$ cat src/rtl/pool_window_sequencer.sv
// Sequences 2x2 pooling windows over a MAP_W x MAP_H feature map: fetches four samples,
// feeds them to an external pooling datapath, and writes one averaged result per window.
module pool_window_sequencer #(
   parameter int MAP_W  = 8,
   parameter int MAP_H  = 8,
   parameter int ADDR_W = 8,
   parameter int LAT    = 4
) (
   input  logic                     clk,
   input  logic                     rst,
   input  logic                     start,
   input  logic                     abort,
   output logic                     busy,
   output logic                     done,
   output logic                     rd_en,
   output logic [ADDR_W-1:0]        rd_addr,
   input  logic signed [7:0]        rd_data,
   output logic                     pool_clr,
   output logic                     pool_en,
   output logic signed [7:0]        pool_in,
   input  logic signed [7:0]        pool_avg,
   output logic                     wr_en,
   input  logic                     wr_ready,
   output logic [ADDR_W-1:0]        wr_addr,
   output logic signed [7:0]        wr_data,
   output logic [ADDR_W-1:0]        win_cnt
);

   // state | meaning
   // IDLE  | waiting for start; done pulses here after the last window
   // CLEAR | pool_clr for one cycle to reset the pooling accumulator
   // FETCH | four reads of the 2x2 window, top row then bottom row
   // DRAIN | LAT+1 cycles for the last sample to pass through the datapath
   // WRITE | hold the result on the write port until wr_ready

   localparam int HALF_W = MAP_W / 2;
   localparam int HALF_H = MAP_H / 2;
   localparam int DW     = (LAT < 1) ? 1 : $clog2(LAT + 1);

   typedef enum logic [2:0] {IDLE, CLEAR, FETCH, DRAIN, WRITE} state_t;

   state_t            state;
   logic [ADDR_W-1:0] row;
   logic [ADDR_W-1:0] col;
   logic [ADDR_W-1:0] rd_base;
   logic [ADDR_W-1:0] wr_base;
   logic [1:0]        fetch_cnt;
   logic [DW-1:0]     drain_cnt;
   logic              last_win;

   always_comb begin
      rd_base  = ADDR_W'(int'(row) * 2 * MAP_W + int'(col) * 2);
      wr_base  = ADDR_W'(int'(row) * HALF_W + int'(col));
      last_win = (row == ADDR_W'(HALF_H - 1)) && (col == ADDR_W'(HALF_W - 1));
   end

   // Read data lands the cycle after rd_en, the same cycle pool_en is high, so it is
   // forwarded directly, gated so the port reads zero whenever no sample is offered.
   assign pool_in = pool_en ? rd_data : 8'sd0;

   always_ff @(posedge clk or posedge rst) begin
      if (rst) begin
         state     <= IDLE;
         busy      <= 1'b0;
         done      <= 1'b0;
         rd_en     <= 1'b0;
         rd_addr   <= '0;
         pool_clr  <= 1'b0;
         pool_en   <= 1'b0;
         wr_en     <= 1'b0;
         wr_addr   <= '0;
         wr_data   <= '0;
         win_cnt   <= '0;
         row       <= '0;
         col       <= '0;
         fetch_cnt <= '0;
         drain_cnt <= '0;
      end else begin
         done     <= 1'b0;
         pool_clr <= 1'b0;
         pool_en  <= rd_en;
         if (abort && state != IDLE) begin
            state   <= IDLE;
            busy    <= 1'b0;
            rd_en   <= 1'b0;
            pool_en <= 1'b0;
            wr_en   <= 1'b0;
         end else begin
            case (state)
               IDLE: begin
                  if (start) begin
                     state    <= CLEAR;
                     busy     <= 1'b1;
                     pool_clr <= 1'b1;
                     row      <= '0;
                     col      <= '0;
                     win_cnt  <= '0;
                  end
               end
               CLEAR: begin
                  state     <= FETCH;
                  rd_en     <= 1'b1;
                  rd_addr   <= rd_base;
                  fetch_cnt <= 2'd3;
               end
               FETCH: begin
                  if (fetch_cnt == 2'd0) begin
                     state     <= DRAIN;
                     rd_en     <= 1'b0;
                     drain_cnt <= DW'(LAT);
                  end else begin
                     fetch_cnt <= fetch_cnt - 2'd1;
                     // second step jumps from the top-right sample to the next row
                     if (fetch_cnt == 2'd2)
                        rd_addr <= rd_addr + ADDR_W'(MAP_W - 1);
                     else
                        rd_addr <= rd_addr + 1'b1;
                  end
               end
               DRAIN: begin
                  if (drain_cnt == '0) begin
                     state   <= WRITE;
                     wr_en   <= 1'b1;
                     wr_addr <= wr_base;
                     wr_data <= pool_avg;
                  end else begin
                     drain_cnt <= drain_cnt - 1'b1;
                  end
               end
               WRITE: begin
                  if (wr_ready) begin
                     wr_en   <= 1'b0;
                     win_cnt <= win_cnt + 1'b1;
                     if (last_win) begin
                        state <= IDLE;
                        busy  <= 1'b0;
                        done  <= 1'b1;
                     end else begin
                        state    <= CLEAR;
                        pool_clr <= 1'b1;
                        if (col == ADDR_W'(HALF_W - 1)) begin
                           col <= '0;
                           row <= row + 1'b1;
                        end else begin
                           col <= col + 1'b1;
                        end
                     end
                  end
               end
               default: state <= IDLE;
            endcase
         end
      end
   end

endmodule

$ cat config.mk
export PLATFORM = sky130hd
export DESIGN_NAME = pool_window_sequencer
export DESIGN_NICKNAME = d
export VERILOG_FILES = /design/src/rtl/pool_window_sequencer.sv
export SDC_FILE = /design/constraint.sdc
export NUM_CORES = 1
export LEC_CHECK = 0
export ABC_AREA = 0
export CORE_MARGIN = 8
export CORE_UTILIZATION = 45
export DETAILED_ROUTE_END_ITERATION = 8
export PLACE_DENSITY = 0.74
export SLEW_MARGIN = 5
export SYNTH_ARGS = -nofsm -noshare
export SYNTH_HDL_FRONTEND = slang
export SYNTH_SLANG_ARGS = --single-unit
$ cat constraint.sdc
create_clock -name clk -period 1.9 [get_ports clk]
set_input_delay 0.19 -clock clk [delete_from_list [all_inputs] [get_ports clk]]
set_output_delay 0.19 -clock clk [all_outputs]
set_load 0.05 [all_outputs]
; ---- After elaboration in Yosys (flattened, before gate mapping)
; Cells that the tools add are included.
[op_classes]
n_addsub = 9
n_eq_ne = 19
n_mux = 49
bitwise_logic = 1
n_reduce_logical = 22
[op_table]
columns = operator, n
row1 = 8-bit two-way mux, 11
row2 = 8-bit one-hot mux with 2 select lines, 4
row3 = 8-bit by 1-bit adder with 8-bit output (second input constant), 4
row4 = 3-bit two-way mux, 7
row5 = 1-bit two-way mux, 19
row6 = 8-bit adder, 2
row7 = 8-bit by 2-bit == test with 1-bit output (second input constant), 2
row8 = 4-bit AND reduction, 4
row9 = 3-bit != test (second input constant), 5
row10 = 3-bit one-hot mux with 5 select lines, 1
row11 = 2-bit != test (second input constant), 7
row12 = 3-bit nonzero test, 4
row13 = 3-bit AND reduction, 3
row14 = 8-bit by 3-bit adder with 8-bit output (second input constant), 1
row15 = 1-bit one-hot mux with 2 select lines, 4
row16 = 3-bit by 2-bit == test with 1-bit output (second input constant), 2
row17 = 3-bit logical NOT, 2
row18 = 3-bit one-hot mux with 2 select lines, 1
row19 = 6-bit AND reduction, 1
row20 = 2-bit nonzero test, 3
row21 = 5-bit AND reduction, 1
row22 = 2-bit one-hot mux with 2 select lines, 1
row23 = 3-bit by 1-bit == test with 1-bit output (second input constant), 1
row24 = 3-bit == test (second input constant), 1
row25 = 8 further kinds, 9
[totals]
register_bits = 62
in_bits = 21
elab_cells = 115

; ---- Depth between registers and ports, before layout
[logic_depth]
ltp_word = 6
ltp_mapped = 9
depth_no_buf = 9

; ---- Worst setup path before layout
; OpenSTA, ideal clock, no wires.
[synth_timing]
kind = register -> register
from = register row[1]
to = register row[0]
setup_ns = 0.132
arrival_ns = 1.783
t_required_ns = 1.768
path_slack_ns = -0.015
path_stages_with_launch = 7
synth_period_minus_slack_ns = 1.915
cell_sequence = dfrtp_1 > ha_1 > or4b_4 > o211a_1 > o21ai_2 > xor2_1 > nor2_1
[synth_via]
elab_chain_len = 4
[synth_rtl]
columns = element, line
row1 = "start, declared", 43  ; logic [ADDR_W-1:0] row;
row2 = "start signal, assigned", 143  ; row <= row + 1'b1;
row3 = 8-bit by 2-bit == test with 1-bit output, 54  ; last_win = (row == ADDR_W'(HALF_H - 1)) && (col == ADDR_W'(HALF_W - 1));
row4 = 1-bit logical AND, 54
row5 = 2-bit != test (no line), -
row6 = 6-bit AND reduction (no line), -
; No other way between the ends.
; A chain may end at the register's enable or synchronous reset.

; ---- Final worst setup path
[layout_timing]
from = register row[0]
to = register row[0]
[layout_via]
elab_chain_len = 5
[layout_rtl]
columns = element, line
row1 = 8-bit by 1-bit adder with 8-bit output, 143
row2 = 8-bit two-way mux, 141  ; if (col == ADDR_W'(HALF_W - 1)) begin
row3 = 8-bit two-way mux, 134  ; if (last_win) begin
row4 = 8-bit two-way mux, 131  ; if (wr_ready) begin
row5 = 8-bit one-hot mux with 2 select lines, 89  ; case (state)
; Several ways; a longest one is shown, not always the timed one. The select of a mux whose other input is x is not followed.

==> run summary <==
status = completed
Clock Path Buffers = 2
worst flop-to-flop path startpoint = row[0]
CP Class = flip-flop to flip-flop
Clock Skew = 0.0130 ns
Reg clk slew, reported paths = 0.08 ns
Synth top cells by count = dfrtp_1, nand2_1, o21ai_0, nor2_1, a21oi_1
Tcrit/Tclk final = 99.8%
post-synth top area cell = dfrtp_1
GRT Total Usage = 17.6%
antenna-violating nets left = 0
vias in the first global route = 3286
Initial Util = 46.3%
Slew Viols, Final = 0
final setup vio count = 0
Synth Instances = 367
I/O Buffers = 66
initial drt markers = 181
total wire length = 9.59 mm
CP startpoint kind = flip-flop
internal power = 3.70 mW
synthesized area per cell = 9.76 µm²
DP Area = 0.00469 mm²
met1 Use GR = 21.9%
switching share of power = 42.5%
Mapped Nets = 407
count leader, synth = dfrtp_1
Core ar. = 0.00773 mm²
Area contributors post-synth = dfrtp_1, ha_1, mux2_2
Power, Total = 6.43 mW
detailed-route wire length per cell = 16.2 µm
# Max-Cap Violations = 0
Non-Filler Instances = 592
Main synth FF type = dfrtp_1
share of layout cells above drive strength 1 = 25.9%
CTS tree = yes
fmax = 527 MHz
DR vias = 3267
met3 Use GR = 4.42%
clock share of power = 22.6%
#FFs+latches synth = 62
H-tree lvl count = 3
area grow syn2layout = 42.1%
GPL Wtd Cong = 0.867
area share of the largest cell type after synthesis = 43.3%
Clock Latency Late Sink = 0.35 ns
critical path arrival = 2.13 ns
Fin. Hold Viols = 0
total grt overflow = 0
Psw = 2.73 mW
worst r2r path cells = 7
critical path peak fanout = 4
Mapped Area = 0.00358 mm²
leak pwr = 2.30 nW
Ports = 67
maximum VDD drop = 0.437 mV
Worst Setup End Kind = flip-flop
DIE AREA = 0.0111 mm²
Worst Tran Pin Value = 0.523 ns
Hold WC Path Type = input port to async pin
M2 GR Usage = 29.5%
worst r2r dst = row[0]
RSZ-0062 raised after global routing = true
Final WS setup = 0.00290 ns
pre-CTS WS = -0.188 ns
Slew Limit Headroom = 65.0%
row count = 32
Inst Count DP = 571
async set-reset flop share out of synthesis = 100%
Sink Count = 62
dpl hpwl = 6.94 mm
final core occ = 65.9%
CTS buffer count = 9
first-pass GRT wire length = 16.1 mm
design area = 0.00509 mm²
Yosys cell types = 63
Pre-antenna DRT Iters = 4
Synth Warn # = 0
sequential share of the synthesized area = 43.3%
flop2flop setup slack = 0.003 ns
initial antenna violation count = 0
Die W = 105 µm
WP data required = 2.13 ns
largest net degree at the start of global routing = 24
final period demand of the worst path = 1.90 ns
final-stage net count = 525
Reg power frac = 28.9%
die height = 105 µm
# diodes = 0
Root Buffer = clkbuf_8
combinational share of power = 48.5%
number of synthesized flops with an enable pin = 0
pwr dens = 1260 mW/mm²
Via-to-Cell Ratio = 5.52
DR DRC count = 0
grt peak-use layer = met2
-- power by group through the flow --
stage	combinational (mW)	sequential [mW]	clock (mW)
after floorplan	1.24	2.55	0
after global placement	2.96	1.85	0
after detailed placement	3.02	1.87	0
after CTS	3.05	1.85	1.46
after global routing	3.33	1.91	1.53
final	3.11	1.86	1.45
-- sequential cells by signal (all words and copies together), names as in the netlist, 2 cells and up --
name / count
win_cnt: 8
wr_data: 8
drain_cnt: 3
col: 8
wr_addr: 8
row: 8
fetch_cnt: 2
state: 3
rd_addr: 8
-- stage by stage --
| stage | setup TNS [ns] | hold slack, ns |
|---|---|---|
| finish | 0 | 0.185 |
| global route | -0.293 | 0.226 |
| CTS | -0.108 | 0.203 |
| detailed placement | -1.07 | 0.475 |
| global placement | -0.861 | 0.464 |
| floorplan | 0 | 0.288 |
-- how the worst max path moves through the flow --
stage / start / to / slack (ns) / cells past startpoint
after global placement: start / row[6] / -0.14 / 7
after global routing: row[0] / row[0] / -0.07 / 7
after floorplan: fetch_cnt[0] / rd_addr[6] / 0.01 / 9
after detailed placement: start / row[3] / -0.19 / 7
after CTS: row[0] / row[0] / -0.05 / 7
final: row[0] / row[0] / 0.003 / 7
-- layout make-up --
cell class / count / area (µm²)
flip-flops and latches: 62 / 1560
repair buffers: 119 / 1080
clock buffers: 9 / 124
inverters: 14 / 52.6
multi-input cells: 279 / 2020
clock inverters: 7 / 123
fillers: 603 / 2640
well taps: 102 / 128
-- cell usage in the layout, fill, tap and decap left out, types with 3 or more instances in the layout --
master	netlist	routed
nand2_1	32	32
nor2b_1	4	4
dfrtp_1	62	59
clkdlybuf4s50_1	0	55
dfrtp_2	0	3
nand4_1	4	4
o31ai_1	5	4
clkbuf_8	0	9
nand2b_1	6	6
xnor2_1	10	10
nor4_1	4	4
nor2_1	27	27
nand3_1	14	14
and3_1	3	3
a21o_1	3	3
buf_12	0	3
inv_1	14	11
ha_2	0	4
mux2_2	13	13
ha_1	17	11
o21ai_0	29	23
a21oi_1	18	16
inv_2	0	3
xor2_1	12	11
a31oi_1	3	3
a211o_1	3	3
buf_4	0	58
mux2i_1	3	3
a211oi_1	6	4
and2_1	10	10
bufinv_16	0	3
nor3_1	6	6
o21ai_1	2	7
-- cells by family after synthesis --
kind of cell,count (synthesis),synth area share (%)
flip-flops,62,43.3
AND/OR/NAND/NOR,130,19.5
AO/OA/AOI/OAI,92,16.8
multiplexers,16,4.93
buffers and inverters,26,3.07
adder cells (fa/ha/maj),19,7.06
XOR/XNOR,22,5.38
-- routing by layer --
metal	part of all wire, %	routed length [µm]
met4	1.3	123
met3	4.6	445
met5	0	0
met2	50	4800
met1	44	4210
-- what timing repair did --
action,CTS,global route
pin swaps,6,17
buffers inserted,2,3
hold buffers,0,0
setup endpoints to repair,7,28
resized for setup,5,32
-- critical path, stage by stage (launching register included) --
cell     delay, ns
dfrtp_2       0.42
ha_4          0.16
or4b_4        0.46
o211a_1       0.24
o21ai_2       0.18
buf_6         0.15
xor2_2        0.12
nor2_1        0.05
Note: power is estimated with default switching activity, not from simulation.
